$ cat src/rtl/gtxe2_chnl_tx_oob.sv
// Transmit-side out-of-band sequencer: emits COMINIT/COMWAKE burst/gap patterns,
// otherwise passes ser_in through or holds the line in electrical idle.
module gtxe2_chnl_tx_oob #(
  parameter int BURST_LEN    = 160,
  parameter int WAKE_GAP_LEN = 160,
  parameter int INIT_GAP_LEN = 480,
  parameter int BURSTS_CNT   = 6
) (
  input  logic clk,
  input  logic reset_n,
  input  logic TXCOMINIT,
  input  logic TXCOMWAKE,
  input  logic TXELECIDLE,
  input  logic ser_in,
  output logic TXP,
  output logic TXN,
  output logic TXCOMFINISH,
  output logic oob_busy
);

  localparam logic [1:0] READY = 2'd0;
  localparam logic [1:0] BURST = 2'd1;
  localparam logic [1:0] GAP   = 2'd2;

  localparam logic [15:0] BURST_LEN_W  = 16'(BURST_LEN);
  localparam logic [15:0] WAKE_GAP_W   = 16'(WAKE_GAP_LEN);
  localparam logic [15:0] INIT_GAP_W   = 16'(INIT_GAP_LEN);
  localparam logic [15:0] BURSTS_CNT_W = 16'(BURSTS_CNT);

  logic [1:0]  state;
  logic [15:0] cyc_cnt;
  logic [15:0] burst_cnt;
  logic        is_init;
  logic [15:0] gap_len;
  logic        pass_p;
  logic        pass_n;

  assign gap_len = is_init ? INIT_GAP_W : WAKE_GAP_W;
  // Line value when no sequence owns the pair: idle forces both legs low.
  assign pass_p  = ~TXELECIDLE &  ser_in;
  assign pass_n  = ~TXELECIDLE & ~ser_in;

  // cyc_cnt holds the 1-based index of the cycle currently on TXP/TXN.
  always_ff @(posedge clk) begin
    if (!reset_n) begin
      state       <= READY;
      cyc_cnt     <= '0;
      burst_cnt   <= '0;
      is_init     <= 1'b0;
      TXP         <= 1'b0;
      TXN         <= 1'b0;
      TXCOMFINISH <= 1'b0;
      oob_busy    <= 1'b0;
    end else begin
      TXCOMFINISH <= 1'b0;
      case (state)
        READY: begin
          if (TXCOMINIT || TXCOMWAKE) begin
            state     <= BURST;
            is_init   <= TXCOMINIT;
            cyc_cnt   <= 16'd1;
            burst_cnt <= '0;
            TXP       <= 1'b1;
            TXN       <= 1'b0;
            oob_busy  <= 1'b1;
          end else begin
            TXP <= pass_p;
            TXN <= pass_n;
          end
        end
        BURST: begin
          if (cyc_cnt == BURST_LEN_W) begin
            state     <= GAP;
            cyc_cnt   <= 16'd1;
            burst_cnt <= burst_cnt + 16'd1;
            TXP       <= 1'b0;
            TXN       <= 1'b0;
          end else begin
            cyc_cnt <= cyc_cnt + 16'd1;
            TXP     <= ~TXP;
            TXN     <= TXP;
          end
        end
        GAP: begin
          if (cyc_cnt == gap_len) begin
            if (burst_cnt < BURSTS_CNT_W) begin
              state   <= BURST;
              cyc_cnt <= 16'd1;
              TXP     <= 1'b1;
              TXN     <= 1'b0;
            end else begin
              state       <= READY;
              cyc_cnt     <= '0;
              burst_cnt   <= '0;
              oob_busy    <= 1'b0;
              TXCOMFINISH <= 1'b1;
              TXP         <= pass_p;
              TXN         <= pass_n;
            end
          end else begin
            cyc_cnt <= cyc_cnt + 16'd1;
          end
        end
        default: begin
          state    <= READY;
          cyc_cnt  <= '0;
          oob_busy <= 1'b0;
          TXP      <= 1'b0;
          TXN      <= 1'b0;
        end
      endcase
    end
  end

endmodule

$ cat config.mk
export PLATFORM = sky130hd
export DESIGN_NAME = gtxe2_chnl_tx_oob
export DESIGN_NICKNAME = d
export VERILOG_FILES = /design/src/rtl/gtxe2_chnl_tx_oob.sv
export SDC_FILE = /design/constraint.sdc
export NUM_CORES = 1
export LEC_CHECK = 0
export CAP_MARGIN = 20
export CELL_PAD_IN_SITES_DETAIL_PLACEMENT = 1
export CELL_PAD_IN_SITES_GLOBAL_PLACEMENT = 2
export CORE_MARGIN = 1
export CORE_UTILIZATION = 32
export CTS_BUF_LIST = sky130_fd_sc_hd__clkbuf_16
export CTS_CLUSTER_SIZE = 12
export DETAILED_ROUTE_END_ITERATION = 6
export GPL_TIMING_DRIVEN = 0
export PLACE_DENSITY = 0.78
export SLEW_MARGIN = 10
export SYNTH_ARGS = -nofsm -noshare
export SYNTH_HDL_FRONTEND = slang
export SYNTH_SLANG_ARGS = --single-unit
$ cat constraint.sdc
create_clock -name clk -period 2.2 [get_ports clk]
set_input_delay 0.22 -clock clk [delete_from_list [all_inputs] [get_ports clk]]
set_output_delay 0.22 -clock clk [all_outputs]
set_load 0.01 [all_outputs]
== After elaboration in Yosys (flattened, before gate mapping) ==
Cells that the tools add are included.

* Bits in registers: 39
* Bits of input ports: 6
* Output and inout bits: 4
* Logic and storage cells: 64

* $add $sub $neg: 2
* Order comparisons: 1
* Eq/ne operators: 8
* Mux-type cells: 31
* Bitwise gates (word level): 6
* Reductions and logical operators: 8

{| class="wikitable"
|+ Operator list
! operator !! count
|-
| $mux 16 || 7
|-
| $pmux 16 s3 || 2
|-
| $add 16x1->16 const B || 2
|-
| $eq 16x8->1 const B || 1
|-
| $eq 16x9->1 || 1
|-
| $lt 16x3->1 const B || 1
|-
| $mux 1 || 14
|-
| $mux 9 || 1
|-
| $pmux 1 s3 || 3
|-
| $ne 2x2->1 const B || 4
|-
| $mux 2 || 3
|-
| $pmux 2 s3 || 1
|-
| $reduce_and 3->1 || 2
|-
| $reduce_and 5->1 || 1
|-
| $not 1->1 || 4
|-
| $reduce_and 4->1 || 1
|-
| $reduce_bool 3->1 || 1
|-
| $and 1x1->1 || 2
|-
| $eq 2x1->1 const B || 1
|-
| $eq 2x2->1 const B || 1
|-
| $logic_not 2->1 || 1
|-
| $reduce_and 2->1 || 1
|-
| $logic_or 1x1->1 || 1
|}

== Logic depth before layout (Yosys ltp) ==
* Depth after elaboration: 5
* Depth in mapped cells: 11
* Gate-level depth less buffers: 8

== Worst setup path before layout ==
No wires, ideal clock.

* Path type: reg-to-reg
* From: reg cyc_cnt[0]
* To: reg burst_cnt[11]
* Setup time: 70 ps
* Arrival time: 2032 ps
* Required time: 2130 ps
* Setup slack: 98 ps
* Stages on the path, launching flop included: 10
* Buffers on the path: 1
* Period minus slack after synthesis: 2102 ps
* Path through: dfxtp_1 > inv_1 > ha_1 > nor4b_2 > nand4_1 > a21oi_2 > nand3_4 > buf_6 > or4_1 > a21oi_1

* Word-level cells in the longest chain between the ends: 3
* Elaborated cells between the ends (all ways): 5
* Those cells by class: 4 x eq/ne; 1 x reduce/logical

{| class="wikitable"
|+ RTL lines
! element !! line !! text
|-
| start: declaration || 31 || <nowiki>logic [15:0] cyc_cnt;</nowiki>
|-
| start signal: assignment || 79 || <nowiki>cyc_cnt <= cyc_cnt + 16'd1;</nowiki>
|-
| start signal: assignment || 101 || <nowiki>cyc_cnt <= cyc_cnt + 16'd1;</nowiki>
|-
| $eq 16x8->1 or $eq 16x9->1 (tied branches) || 72, 85 ||
|-
| $ne 2x2->1 (no source line) || n/a ||
|-
| $reduce_and 5->1 (no source line) * || n/a ||
|-
| end signal: assignment || 75 || <nowiki>burst_cnt <= burst_cnt + 16'd1;</nowiki>
|-
| end: declaration || 32 || <nowiki>logic [15:0] burst_cnt;</nowiki>
|}

Mark *: on every way between the ends. The rest lies on a longest branch, timed or not.
A chain may end at the register's enable or synchronous reset.

== Worst setup path after layout ==
* From: reg cyc_cnt[0]
* To: reg burst_cnt[13]

Same word-level chain as after synthesis.

==> run summary <==
The number of detailed-route iterations in the first pass came out at 4. The final-layout worst hold slack came out at 0.490 ns. The total of warnings raised by yosys came out at 0. STA classifies the critical path endpoint as a flop. The layout has 752 filler cells. The area enclosed by the die boundary came out at 6930 sq um. Setup slack on the worst reg-to-reg path comes out at 0.03 ns. In this run the clock root is driven by a sky130_fd_sc_hd__clkbuf_16. The total number of vias is 2044.

Registers take 785 sq um. The design draws 0.00195 W. TritonCTS built the clock tree. In this run the power density over the cells is 714 nW/um^2.

The async set or reset register ratio after synthesis came out at 0%. The cell row count is 29. The number of DRC markers in iteration 0 is 74.

The setup slack after placement is -0.399 ns. The number of library cell types mapped by synthesis is 43. The cell area after technology mapping is 2110 sq um. The area of the core came out at 6350 sq um. Setup repair after global routing could not meet its margin everywhere. The routed wire length is 5890 um. For this configuration, the core starts out at a cell density of 33.3%. The number of clock sinks is 39. Measured along the x axis, the die boundary spans 83.3 um.

The final hold violation count came to 0. Clock-pin slew was measured on the worst setup and hold paths at 0.06 ns. The number of antenna violations at the first check in global routing is 0. The total routing usage reported by global routing came out at 17.5%. The worst register-to-register path begins at cyc_cnt[0]. The run finished with clean final reports. The maximum number of pins on one net before global-route repair is 12. After layout, the worst path uses 98.5% of the clock period. The post-detailed-placement half-perimeter wirelength came out at 4050 um. The endpoint identified for the worst register-to-register timing path is burst_cnt[13]. The top fanout value on the critical path is 7. The number of enable flip-flop cells after synthesis came out at 0.

The min-delay analysis places its worst path in the category reg2reg. The number of global-route vias before repair came out at 1997. VDD sags by at most 0.322 mV. The diode insertion count for antenna repair is 0. The max-capacitance violation count came out at 0. After global routing the overflow that remains totals 0. The most instantiated flip-flop cell in the synthesis netlist is sky130_fd_sc_hd__dfxtp_1. The worst clock skew is 0.00770 ns. The H-tree depth came out at 2. The arrival time at the worst endpoint came out at 2.39 ns. The worst reg2reg path depth is 10. The fmax came out at 461 MHz.

The startpoint kind of the worst setup timing path is a flop. A synthesized cell averages 8.10 sq um. The total of buffers placed on input and output ports came out at 9. Summing all multi-input logic gate instances after layout gives 1400 sq um. The first-pass GRT wire length is 9900 um. The register bit total from synthesis is 39. The post-synthesis instance total came out at 261. In this run the static leakage power is 0.954 nW. The post-layout net count is 300.

The worst path in the final design needs a cycle of 2.17 ns, including I/O delays and setup. The path with the worst hold slack has its endpoint at burst_cnt[15]. The worst hold path depth is 2.

The number of nets with antenna violations after detailed routing is 0. The share of post-route cells with drive strength above 1 came out at 22.3%. The overall die height came out at 83.3 um. The critical path start-end classification is reg2reg.

Setup violations remaining at the end of the flow were counted as 0. The relative area change from synthesis to final layout came out at 29.0%. The number of slew-limit violations in the final report is 0. The number of buffers inserted during clock tree synthesis is 5.

The placer congestion estimate came out at 0.738. After detailed routing, the average wire length per cell comes to 16.0 um. The number of nets in the synthesized netlist is 270. The number of standard cells in the final layout excluding fillers is 369. The utilization after layout came out at 42.9%. Data on the critical path is required at its endpoint by 2.42 ns.

Headroom to the max-slew limit came out at 56.5%. After detailed placement, the design holds a cell count of 347. The startpoint of the tightest hold check path is burst_cnt[15].

At the pin with the least slew margin, the transition time is 0.646 ns. The minimum setup slack in the final design is 0.0322 ns. 10 I/O pins were placed. The average vias per placed instance came out at 5.54.

The worst-skew pair later-pin latency came out at 0.28 ns. The worst-case clock buffer depth is 2. The share of the yosys chip area belonging to registers is 36.9%. In the routed design, unresolved DRC markers number 0.
## critical path, cell delays in order (launching register included)
cell and delay, ns:
sky130_fd_sc_hd__dfxtp_2 0.33, sky130_fd_sc_hd__inv_2 0.08, sky130_fd_sc_hd__ha_4 0.12, sky130_fd_sc_hd__nor4b_4 0.18
sky130_fd_sc_hd__and4b_1 0.26, sky130_fd_sc_hd__a21o_1 0.13, sky130_fd_sc_hd__buf_6 0.11, sky130_fd_sc_hd__nand3_4 0.10
sky130_fd_sc_hd__buf_6 0.16, sky130_fd_sc_hd__or4_4 0.48, sky130_fd_sc_hd__a21oi_2 0.14
## state kept, by name, indices dropped and copies added (netlist names)
signal and cells:
burst_cnt 16, TXN 1, oob_busy 1, TXCOMFINISH 1, is_init 1, state 2, TXP 1, cyc_cnt 16
## cells in the mapped netlist (all sizes together) (2+ instances only)
master | instances | share of area, %
a211o | 3 | 1.2
a211oi | 2 | 0.71
a21oi | 19 | 4.7
a22oi | 3 | 1.1
and3 | 7 | 2.1
buf | 6 | 2.2
clkbuf | 4 | 0.71
dfxtp | 39 | 37
ha | 3 | 1.8
inv | 6 | 1.1
nand2 | 29 | 5.2
nand3 | 16 | 4.4
nand4 | 9 | 2.7
nor2 | 35 | 6.2
nor3 | 6 | 1.4
nor3b | 3 | 1.1
nor4 | 4 | 1.9
nor4b | 2 | 1.1
o21ai | 12 | 2.8
o31ai | 11 | 4.1
or3 | 3 | 0.89
or4 | 12 | 4.3
xnor2 | 7 | 2.9
xor2 | 8 | 3.3
## timing repair
item	CTS	global route
pin swaps	10	24
endpoints found under the setup margin	26	26
endpoints found under the hold margin	0	0
gates resized for setup	20	29
hold buffers	0	0
setup buffers	8	6
gates cloned	0	0
## placed cells by master (no fill, tap or decap), drive strengths merged, types with 3 or more instances in the layout
cell,count
a211o,3
a21oi,19
a22oi,3
and3,7
buf,21
clkbuf,8
clkdlybuf4s50,9
dfxtp,39
ha,3
inv,8
nand2,29
nand3,16
nand4,9
nor2,35
nor3,6
nor3b,3
nor4,4
o21ai,12
o31ai,11
or3,3
or4,12
xnor2,7
xor2,8
## per-layer routing
| metal | track usage, % | wire (um) | vias to the layer above |
|---|---|---|---|
| met1 | 24.3 | 3020 | 1003 |
| met5 | 0 | 0 | - |
| li1 | - | - | 1020 |
| met3 | 2.78 | 123 | 6 |
| met2 | 28.3 | 2700 | 15 |
| met4 | 4.23 | 57 | 0 |
## how the worst max path moves through the flow
stage,slack (ns),endpoint,startpoint,depth (start not counted)
floorplan,0.1,burst_cnt[11],cyc_cnt[0],9
global placement,-0.37,cyc_cnt[6],cyc_cnt[0],10
detailed placement,-0.40,cyc_cnt[14],cyc_cnt[0],10
CTS,-0.003,burst_cnt[14],cyc_cnt[0],10
global route,-0.07,burst_cnt[11],cyc_cnt[0],10
finish,0.03,burst_cnt[13],cyc_cnt[0],10
## power by group
part	switching, W	internal, W	leakage, nW	total, W
clock network	0.000284	0.000410	0.0762	0.000695
registers	0.0000216	0.000734	0.317	0.000756
logic	0.000273	0.000222	0.561	0.000495
## kinds of logic (layout without fill, tap and decap cells)
kind of cell | after synthesis | in the layout | share of synthesized area, %
simple gates | 132 | 132 | 33.6
buf+inv | 16 | 47 | 4.03
fa+ha+maj | 3 | 3 | 1.78
flops | 39 | 39 | 36.9
xor+xnor | 15 | 15 | 6.22
compound gates | 56 | 56 | 17.5
## cell type report
class / instances / area share (%)
timing repair buffer: 23 / 7.58
buffer: 10 / 3.03
inverter: 6 / 0.826
multi-input combinational: 206 / 51.2
clock buffer: 5 / 4.59
sequential: 39 / 28.8
tap: 77 / 3.54
clock inverter: 3 / 0.459
## per-stage QoR
stage          instance area (sq um)   TNS, ns
2_1_floorplan                   2110         0
3_3_place_gp                    2300     -7.33
3_5_place_dp                    2300     -7.78
4_1_cts                         2580  -0.00326
5_1_grt                         2730    -0.380
6_report                        2730         0
Power figures use the tool's default switching activity.
